===== src/rtl/serial_subtractor.sv =====
// Bit-serial subtractor: computes a - b one bit per clock, LSB first, with a single
// full-subtractor cell and a borrow flip-flop behind a start/done handshake.
module serial_subtractor #(
    parameter int WIDTH = 8
) (
    input  logic             clk,
    input  logic             rst,
    input  logic             start,
    input  logic [WIDTH-1:0] a,
    input  logic [WIDTH-1:0] b,
    output logic             busy,
    output logic             done,
    output logic [WIDTH-1:0] diff,
    output logic             borrow,
    output logic             ovf
);

    localparam int CW = $clog2(WIDTH);
    localparam logic [CW-1:0] LAST = CW'(WIDTH - 1);

    typedef enum logic [1:0] {
        IDLE,
        SHIFT,
        DONE
    } state_t;

    state_t state, state_next;

    logic [WIDTH-1:0] a_sh, b_sh;
    logic [WIDTH-2:0] res_sh;
    logic [WIDTH-1:0] res_cat;
    logic [CW-1:0]    cnt;
    logic             br;
    logic             x, y, d, br_next, last_bit;

    // res_sh keeps only the WIDTH-1 bits already produced; the current bit
    // completes the word in res_cat, so no result bit is ever discarded.
    always_comb begin
        x        = a_sh[0];
        y        = b_sh[0];
        d        = x ^ y ^ br;
        br_next  = (~x & y) | (~(x ^ y) & br);
        res_cat  = {d, res_sh};
        last_bit = (cnt == LAST);
    end

    always_comb begin
        state_next = state;
        case (state)
            IDLE:    if (start) state_next = SHIFT;
            SHIFT:   if (last_bit) state_next = DONE;
            DONE:    state_next = IDLE;
            default: state_next = IDLE;
        endcase
    end

    always_ff @(posedge clk) begin
        if (rst) begin
            state <= IDLE;
            busy  <= 1'b0;
            done  <= 1'b0;
        end else begin
            state <= state_next;
            busy  <= (state_next == SHIFT);
            done  <= (state_next == DONE);
        end
    end

    always_ff @(posedge clk) begin
        if (rst) begin
            a_sh   <= '0;
            b_sh   <= '0;
            res_sh <= '0;
            br     <= 1'b0;
            cnt    <= '0;
            diff   <= '0;
            borrow <= 1'b0;
            ovf    <= 1'b0;
        end else begin
            case (state)
                IDLE: begin
                    if (start) begin
                        a_sh <= a;
                        b_sh <= b;
                        br   <= 1'b0;
                        cnt  <= '0;
                    end
                end
                SHIFT: begin
                    a_sh   <= a_sh >> 1;
                    b_sh   <= b_sh >> 1;
                    res_sh <= res_cat[WIDTH-1:1];
                    br     <= br_next;
                    cnt    <= cnt + 1'b1;
                    // On the last bit x and y are the operand sign bits.
                    if (last_bit) begin
                        diff   <= res_cat;
                        borrow <= br_next;
                        ovf    <= (x ^ y) & (d ^ x);
                    end
                end
                default: ;
            endcase
        end
    end

endmodule


===== config.mk =====
export PLATFORM = sky130hd
export DESIGN_NAME = serial_subtractor
export DESIGN_NICKNAME = d
export VERILOG_FILES = /design/src/rtl/serial_subtractor.sv
export SDC_FILE = /design/constraint.sdc
export NUM_CORES = 1
export LEC_CHECK = 0
export ABC_AREA = 1
export CORE_MARGIN = 2
export CORE_UTILIZATION = 55
export CTS_CLUSTER_SIZE = 16
export DETAILED_ROUTE_END_ITERATION = 10
export GPL_ROUTABILITY_DRIVEN = 0
export PLACE_DENSITY = 0.85
export SLEW_MARGIN = 20
export SYNTH_ARGS = -nofsm -noshare
export SYNTH_HDL_FRONTEND = slang
export SYNTH_SLANG_ARGS = --single-unit

===== constraint.sdc =====
create_clock -name clk -period 2 [get_ports clk]
set_input_delay 0.6 -clock clk [delete_from_list [all_inputs] [get_ports clk]]
set_output_delay 0.6 -clock clk [all_outputs]
set_load 0.005 [all_outputs]

==> reports/results.ini <==
[timing]
rsz0062_at_grt = no
whs_ns = 0.4732
setup_violations = 0
fin_tns_setup_ns = 0
min_period_over_period_pct = 90.83
hold_viol = 0
finClkSkew_ns = 0.002650
period_needed_ns = 1.817
drv_slew = 0
worstMarginPinSlew_ns = 0.2771
fmax_ghz = 0.5505
slew_headroom_pct = 81.50

[routing]
wl_per_cell_um = 10.66
ant_nets = 0
drc_errors = 0
vias_per_cell = 4.857
dr.pass1.iters = 4
via_count = 1525
drt-total-wl_mm = 3.346
drt_iter0_drc = 53

[global_routing]
antenna_found_initial = 0
overflow = 0
grt_pass1_vias = 1378
grt_first_pass_wirelength_mm = 5.775
grt_max_degree = 25
grt_usage_pct = 21.11

[layout]
drive_above_1_share_pct = 8.148
finalInstanceArea_mm2 = 0.002167
synthToLayoutAreaGrowth_pct = 21.46
utilization_pct = 70.41
diodes = 0
final_nets = 292

[setup_path]
critPathMaxFanout = 2
crit_arrival_ns = 1.22
cpMaxStageDelayCell = clkdlybuf4s50_1
cp_top_family = buffers and inverters
cp-start-kind = flip-flop
critPathKind = flip-flop to primary output
cp_num_buf_inv = 1
worstPathRequired_ns = 1.40
path_cells = clkdlybuf4s50_1
critPathMaxStageDelay_ns = 0.51
cp-end-kind = primary output

[yosys]
synth.area.top_cells = dfxtp_1 46%, nand2_1 9.0%, a21oi_1 7.6%
ys_seq_elements = 41
netlist_area_mm2 = 0.001784
yosys_warnings = 0
synth_top_area_share_pct = 46.00
synthCells = 240
synth_top_area_cell = dfxtp_1
syn_area_per_cell_um2 = 7.434
ys_types = 21
synth-seq-area-share_pct = 46.00
synth_fp_nets = 263

[die]
core_region_area_mm2 = 0.003078
die_w_um = 60.96
core.rowCount = 20
fp.dieH_um = 60.96
ios = 31
initial_core_util_pct = 57.97
die-area_mm2 = 0.003716

[place]
place_area_mm2 = 0.002097
port_buffers = 30
dp_hpwl_mm = 2.254

[clock_tree]
cts.clk_slew.worst_paths_ns = 0.11
post_cts_buffers = 0
cts_tree = done
post_cts_resized = 0
clk_latency_ns = 0.34
hold_buffers = 0
cts_buffers = 5
htreeDepth = 2
clock_path_buffers = 2
cts_sinks = 41
cts_root_buf = clkbuf_4

[min_path]
hold_path.class = flip-flop to flip-flop

[pwr]
fin_total_pwr_uw = 1560
powerDensity_mw_per_mm2 = 719.8
p_leak_uw = 0.0009478
vdd.ir_drop.worst_mv = 0.5161

[status]
status = finished clean

[flow_run]
maxCapViolations = 0

-- path summary, 6_finish.rpt --
path                                      startpoint                    to  slack [ns]  cells after the start
worst max-delay path             borrow$_SDFFE_PP0P_                borrow        0.18                      1
worst min-delay path            a_sh[5]$_SDFFE_PP0P_  a_sh[5]$_SDFFE_PP0P_        0.47                      2
worst max register to register   state[1]$_SDFF_PP0_  b_sh[1]$_SDFFE_PP0P_        0.60                      6
worst min register to register  a_sh[5]$_SDFFE_PP0P_  a_sh[5]$_SDFFE_PP0P_        0.47                      2
-- flip-flops by register name, summed over array words and instances, names as in the netlist --
signal and flops:
b_sh 8, ovf 1, busy 1, diff 8, state 2, a_sh 8
br 1, borrow 1, done 1, cnt 3, res_sh 7
-- Yosys cell counts --
library cell and count:
nand2_1 43, dfxtp_1 41, inv_1 34, nor2_1 28
a21oi_1 27, nand3_1 18, o21ai_0 13, o21ai_1 9
buf_2 5, buf_6 4, ha_1 3, nand2_4 3
buf_4 2, clkbuf_1 2, inv_2 2, a21oi_2 1
fa_1 1, nand2_2 1, nand3b_1 1, nor2_4 1
o21ai_2 1
-- cell families after synthesis --
logic type                 count (synthesis)  synth area share [%]
AOI/OAI and AO/OA                         51                 14.73
adders and majority gates                  4                 3.226
DFF                                       41                 46.00
and+or+nand+nor                           95                 23.28
buffers and inverters                     49                 12.76
-- placed cells by master, fill, tap and decap left out, drive strengths merged --
| cell type | n |
|---|---|
| nand3 | 18 |
| inv | 36 |
| ha | 3 |
| clkdlybuf4s50 | 30 |
| clkinv | 1 |
| dfxtp | 41 |
| o21ai | 23 |
| a21oi | 28 |
| fa | 1 |
| nand2 | 47 |
| nor2 | 29 |
| clkbuf | 7 |
| buf | 5 |
| nand3b | 1 |
-- stage by stage --
step / setup WS [ns] / std cells
final: 0.1834 / 314
after detailed placement: 0.2088 / 306
after floorplan: 0.6765 / 240
after global placement: 0.2479 / 306
after global routing: 0.1241 / 314
after CTS: 0.1731 / 314
-- report_power, final --
| part | switching [µW] | total, µW | internal (µW) |
|---|---|---|---|
| Sequential | 25.4 | 884 | 859 |
| Clock | 262 | 466 | 204 |
| Combinational | 111 | 209 | 98.1 |
| Total | 399 | 1560 | 1160 |
-- routing by layer --
layer / GRT usage, % / up-vias / wire length, µm
li1: - / 810 / -
met1: 26.34 / 680 / 1564
met2: 34.25 / 29 / 1592
met3: 7.036 / 6 / 153
met4: 7.453 / 0 / 36
met5: 0 / - / 0
-- area by class of cell --
cell class | instances | area (µm²)
flip-flops and latches | 41 | 820.8
multi-input cells | 150 | 735.7
well taps | 44 | 55.05
clock buffers | 7 | 65.06
inverters | 36 | 135.1
clock inverters | 1 | 5.005
repair buffers | 35 | 350.3
fillers | 257 | 910.9
Power figures use the tool's default switching activity.
==> RTL edit 1: new RTL, config.mk and constraints unchanged <==
The parameter `WIDTH` goes from 8 to 4.
--- a/src/rtl/serial_subtractor.sv
+++ b/src/rtl/serial_subtractor.sv
@@ -1,7 +1,7 @@
 // Bit-serial subtractor: computes a - b one bit per clock, LSB first, with a single
 // full-subtractor cell and a borrow flip-flop behind a start/done handshake.
 module serial_subtractor #(
-    parameter int WIDTH = 8
+    parameter int WIDTH = 4
 ) (
     input  logic             clk,
     input  logic             rst,
Interface: changed (resized a, b and diff); port bits go from 31 to 19. No check against the original RTL was run, so the function may have changed too.
==> RTL edit 1 against the original RTL <==
  * Critical path depth stayed put
  * Synthesized cell count is 40% lower
  * Combinational power is 24% lower
  * Core utilization is 0.84 points lower
  * Worst setup slack better by 0.041 ns
  * Clock skew is 0.0061 ns higher
  * Total power is 34% lower
  * Non-clock buffer count is 16 lower
  * Maximum frequency is 2.3% higher
  * Wire length is 36% lower
  * Area after synthesis is 34% lower
  * Final cell count is 40% lower
  * Sequential cell count is 17 lower
  * Final area is 36% lower
==> RTL edit 1: results (changes against the original RTL) <==
| Metric | Value |
|---|---|
| Port bufs | `18 (-40%)` |
| Sequential share of cell area | `34.85% (-3.0 points)` |
| Netlist cell types | `25 (+19%)` |
| Clock-pin transition on the worst setup and hold timing paths | `0.14 ns (+0.03 ns)` |
| Dominant class by area | `multi-input gates` |
| Placed cell count | `184 (-40%)` |
| Multi-input gates | `93 (-38%)` |
| Status | `complete, no violations` |
| Vias in the first global route | `866 (-37%)` |
| Final WL | `2142 µm (-36%)` |
| Top flop regs | `a_sh (4), b_sh (4), diff (4)` |
| R2R depth | `8 (+2)` |
| Launch point of the worst reg-to-reg path | `a_sh[0]` |
| Fraction of area in multi-input gates | `39.38% (+5.4 points)` |
| Synth top area cells | `dfxtp_1, nand2_1, nand3_1` |
| TritonCTS Sinks | `24 (-41%)` |
| Peak supply drop | `0.7205 mV (+40%)` |
| PD cells | `751.1 nW/µm² (+4.4%)` |
| Relative slew slack | `70.54% (-11 points)` |
| Flop-to-flop setup slack | `0.53 ns (-0.07 ns)` |
| Fin crit period | `1.776 ns (-0.04099 ns)` |
| Die Wd | `50.27 µm (-18%)` |
| Hold_ws | `0.4727 ns (-0.0005690 ns)` |
| P_comb | `158 µW (-24%)` |
| Clock-cell share of area | `3.811% (+0.58 points)` |
| Non-clk bufs | `19 (-46%)` |
| Worst Hold End | `diff[2]` |
| First-pass GRT wire length | `3574 µm (-38%)` |
| Detailed Route Iter0 Violations | `11 (-79%)` |
| Post-synth top cells | `nand2_1, dfxtp_1, inv_1` |
| Placement Cell Area | `1326 µm² (-37%)` |
| Inverter count | `21 (-42%)` |
| Syn Area/Cell | `8.176 µm² (+10%)` |
| Signal buffers share of area | `13.61% (-2.6 points)` |
| H-tree depth | `1 (-1)` |
RTL edit 1: cell count changes in the layout (fill, tap and decap cells not counted), moves of 4 or more:
cell             before  now
a21oi_1              27    5
dfxtp_1              41   24
inv_1                34   19
nand2_1              43   28
nor2_1               28   13
clkdlybuf4s50_1      30   18
o21ai_0              13    4
o21ai_1               9    0
nor3_1                0    6
a21oi_2               1    5
RTL edit 1: logic make-up (layout without fill, tap and decap cells):
logic type	after synthesis	after routing	share of synthesized area (%)
simple gates	74	74	33.48
fa+ha+maj	3	3	3.825
flops	24	24	40.81
compound gates	16	16	8.820
buf+inv	27	44	13.07
RTL edit 1: metal layers:
layer  global-route usage [%]  vias to the layer above  wire length (µm)
li1                         -                      487                 -
met1                    22.45                      408               957
met2                    30.70                       29               998
met3                    5.655                        7               127
met4                    7.870                        0                58
met5                        0                        -                 0
==> RTL edit 2: new RTL, same settings <==
Made on the original files. Encoding of `state_t`: now one-hot (3 bits for 3 states).
--- a/src/rtl/serial_subtractor.sv
+++ b/src/rtl/serial_subtractor.sv
@@ -18,10 +18,10 @@
     localparam int CW = $clog2(WIDTH);
     localparam logic [CW-1:0] LAST = CW'(WIDTH - 1);
 
-    typedef enum logic [1:0] {
-        IDLE,
-        SHIFT,
-        DONE
+    typedef enum logic [2:0] {
+        IDLE  = 3'b001,
+        SHIFT = 3'b010,
+        DONE  = 3'b100
     } state_t;
 
     state_t state, state_next;
Check against the original RTL: same outputs for any inputs over 10 cycles, from zero or initial values and one cycle with rst high; not proved beyond that.
==> RTL edit 2 against the original RTL <==
  * Core utilization up 0.35 points
  * Die area grew 6.5%
  * Global-route usage increased by 2.4 points
  * Sequential cell count is 1 higher
  * Total power increased by 19%
  * Area after synthesis increased by 6.9%
  * Synthesized cell count is 15% higher
  * Wire length is 27% higher
  * Final area up 8.9%
  * Worst setup slack worse by 0.028 ns
  * Clock skew up 0.0044 ns
  * Largest power group unchanged
  * Highest routed layer unchanged
==> RTL edit 2: results (changes against the original RTL) <==
| Metric | Value |
|---|---|
| Status | `complete, no violations` |
| Placed cell count | `346 (+13%)` |
| Total power | `1857 µW (+19%)` |
| Syn_nets | `300 (+14%)` |
| Register area share after synthesis | `44.07% (-1.9 points)` |
| Post-synth top cells | `nand2_1, dfxtp_1, nor2_1` |
| Clock Skew | `0.007068 ns (+0.004418 ns)` |
| Detailed Route Iter0 Violations | `124 (+130%)` |
| Pin count of the biggest net entering global routing | `18 (-28%)` |
| Share of cells above drive strength 1 | `8.766% (+0.62 points)` |
| Final layout net count | `330 (+13%)` |
| Clock-pin transition on the worst setup and hold timing paths | `0.13 ns (+0.02 ns)` |
| Relative slew slack | `60.63% (-21 points)` |
| Post-DP HPWL | `2789 µm (+24%)` |
| WL per Instance | `11.99 µm (+13%)` |
| First-pass GRT wire length | `7307 µm (+27%)` |
| Lkg Pwr | `0.001082 µW (+14%)` |
| CP top delay family | `buffers and inverters` |
| Via count | `1824 (+20%)` |
| Gr usage total | `23.48% (+2.4 points)` |
| DR vias/cell | `5.153 (+6.1%)` |
| Crit path DAT | `1.24 ns (+0.02 ns)` |
| Peak supply drop | `0.7551 mV (+46%)` |
| Netlist cell types | `20 (-4.8%)` |
| Vias in the first global route | `1701 (+23%)` |
| Syn Area/Cell | `6.888 µm² (-7.3%)` |
| Clock Latency Late Sink | `0.36 ns (+0.02 ns)` |
| Largest fanout on the critical path | `2 (unchanged)` |
| Synth top area cells | `dfxtp_1, nand2_1, nor2_1` |
-- RTL edit 2: through the flow --
| stage | area, µm² | setup slack (ns) |
|---|---|---|
| 2_1_floorplan | 1908 | 0.6357 |
| 3_3_place_gp | 2250 | 0.04210 |
| 3_5_place_dp | 2250 | 0.004045 |
| 4_1_cts | 2361 | 0.1518 |
| 5_1_grt | 2361 | 0.1080 |
| 6_report | 2361 | 0.1553 |
-- RTL edit 2: cell families (layout without fill, tap and decap cells) --
logic type,count (synthesis),in the layout,share of synthesized area [%]
AOI/OAI and AO/OA,16,16,4.328
adders and majority gates,4,4,3.017
buffers and inverters,41,72,9.311
DFF,42,42,44.07
and+or+nand+nor,174,174,39.28
-- RTL edit 2: final cells by class --
cell class                 instances  area (µm²)  share of cell area, %
timing repair buffer              39       367.9                  15.58
sequential                        42       840.8                  35.61
clock inverter                     2       60.06                  2.544
tap                               46       57.56                  2.438
clock buffer                       6       51.30                  2.173
multi-input combinational        194       889.6                  37.68
inverter                          25       93.84                  3.975
-- RTL edit 2: metal layers --
metal / track usage (%) / vias to the layer above / share of wire (%)
met5: 0 / - / 0
met4: 11.39 / 0 / 2.4
met3: 6.667 / 10 / 5.1
met2: 37.90 / 48 / 48
met1: 28.64 / 842 / 44
li1: - / 924 / -
-- RTL edit 2: worst paths after layout --
check | start | endpoint | slack, ns | cells past startpoint
max reg2reg | state[1] | diff[0] | 0.30 | 5
min reg2reg | res_sh[0] | res_sh[0] | 0.47 | 2
min | res_sh[0] | res_sh[0] | 0.47 | 2
max | diff[7] | diff[7] | 0.16 | 1
-- RTL edit 2: report_power, final --
part	leakage [µW]	total, µW	switching [µW]	internal, µW
logic	0.000681	244	137	107
registers	0.000343	902	26.8	875
clock network	0.0000585	711	288	423
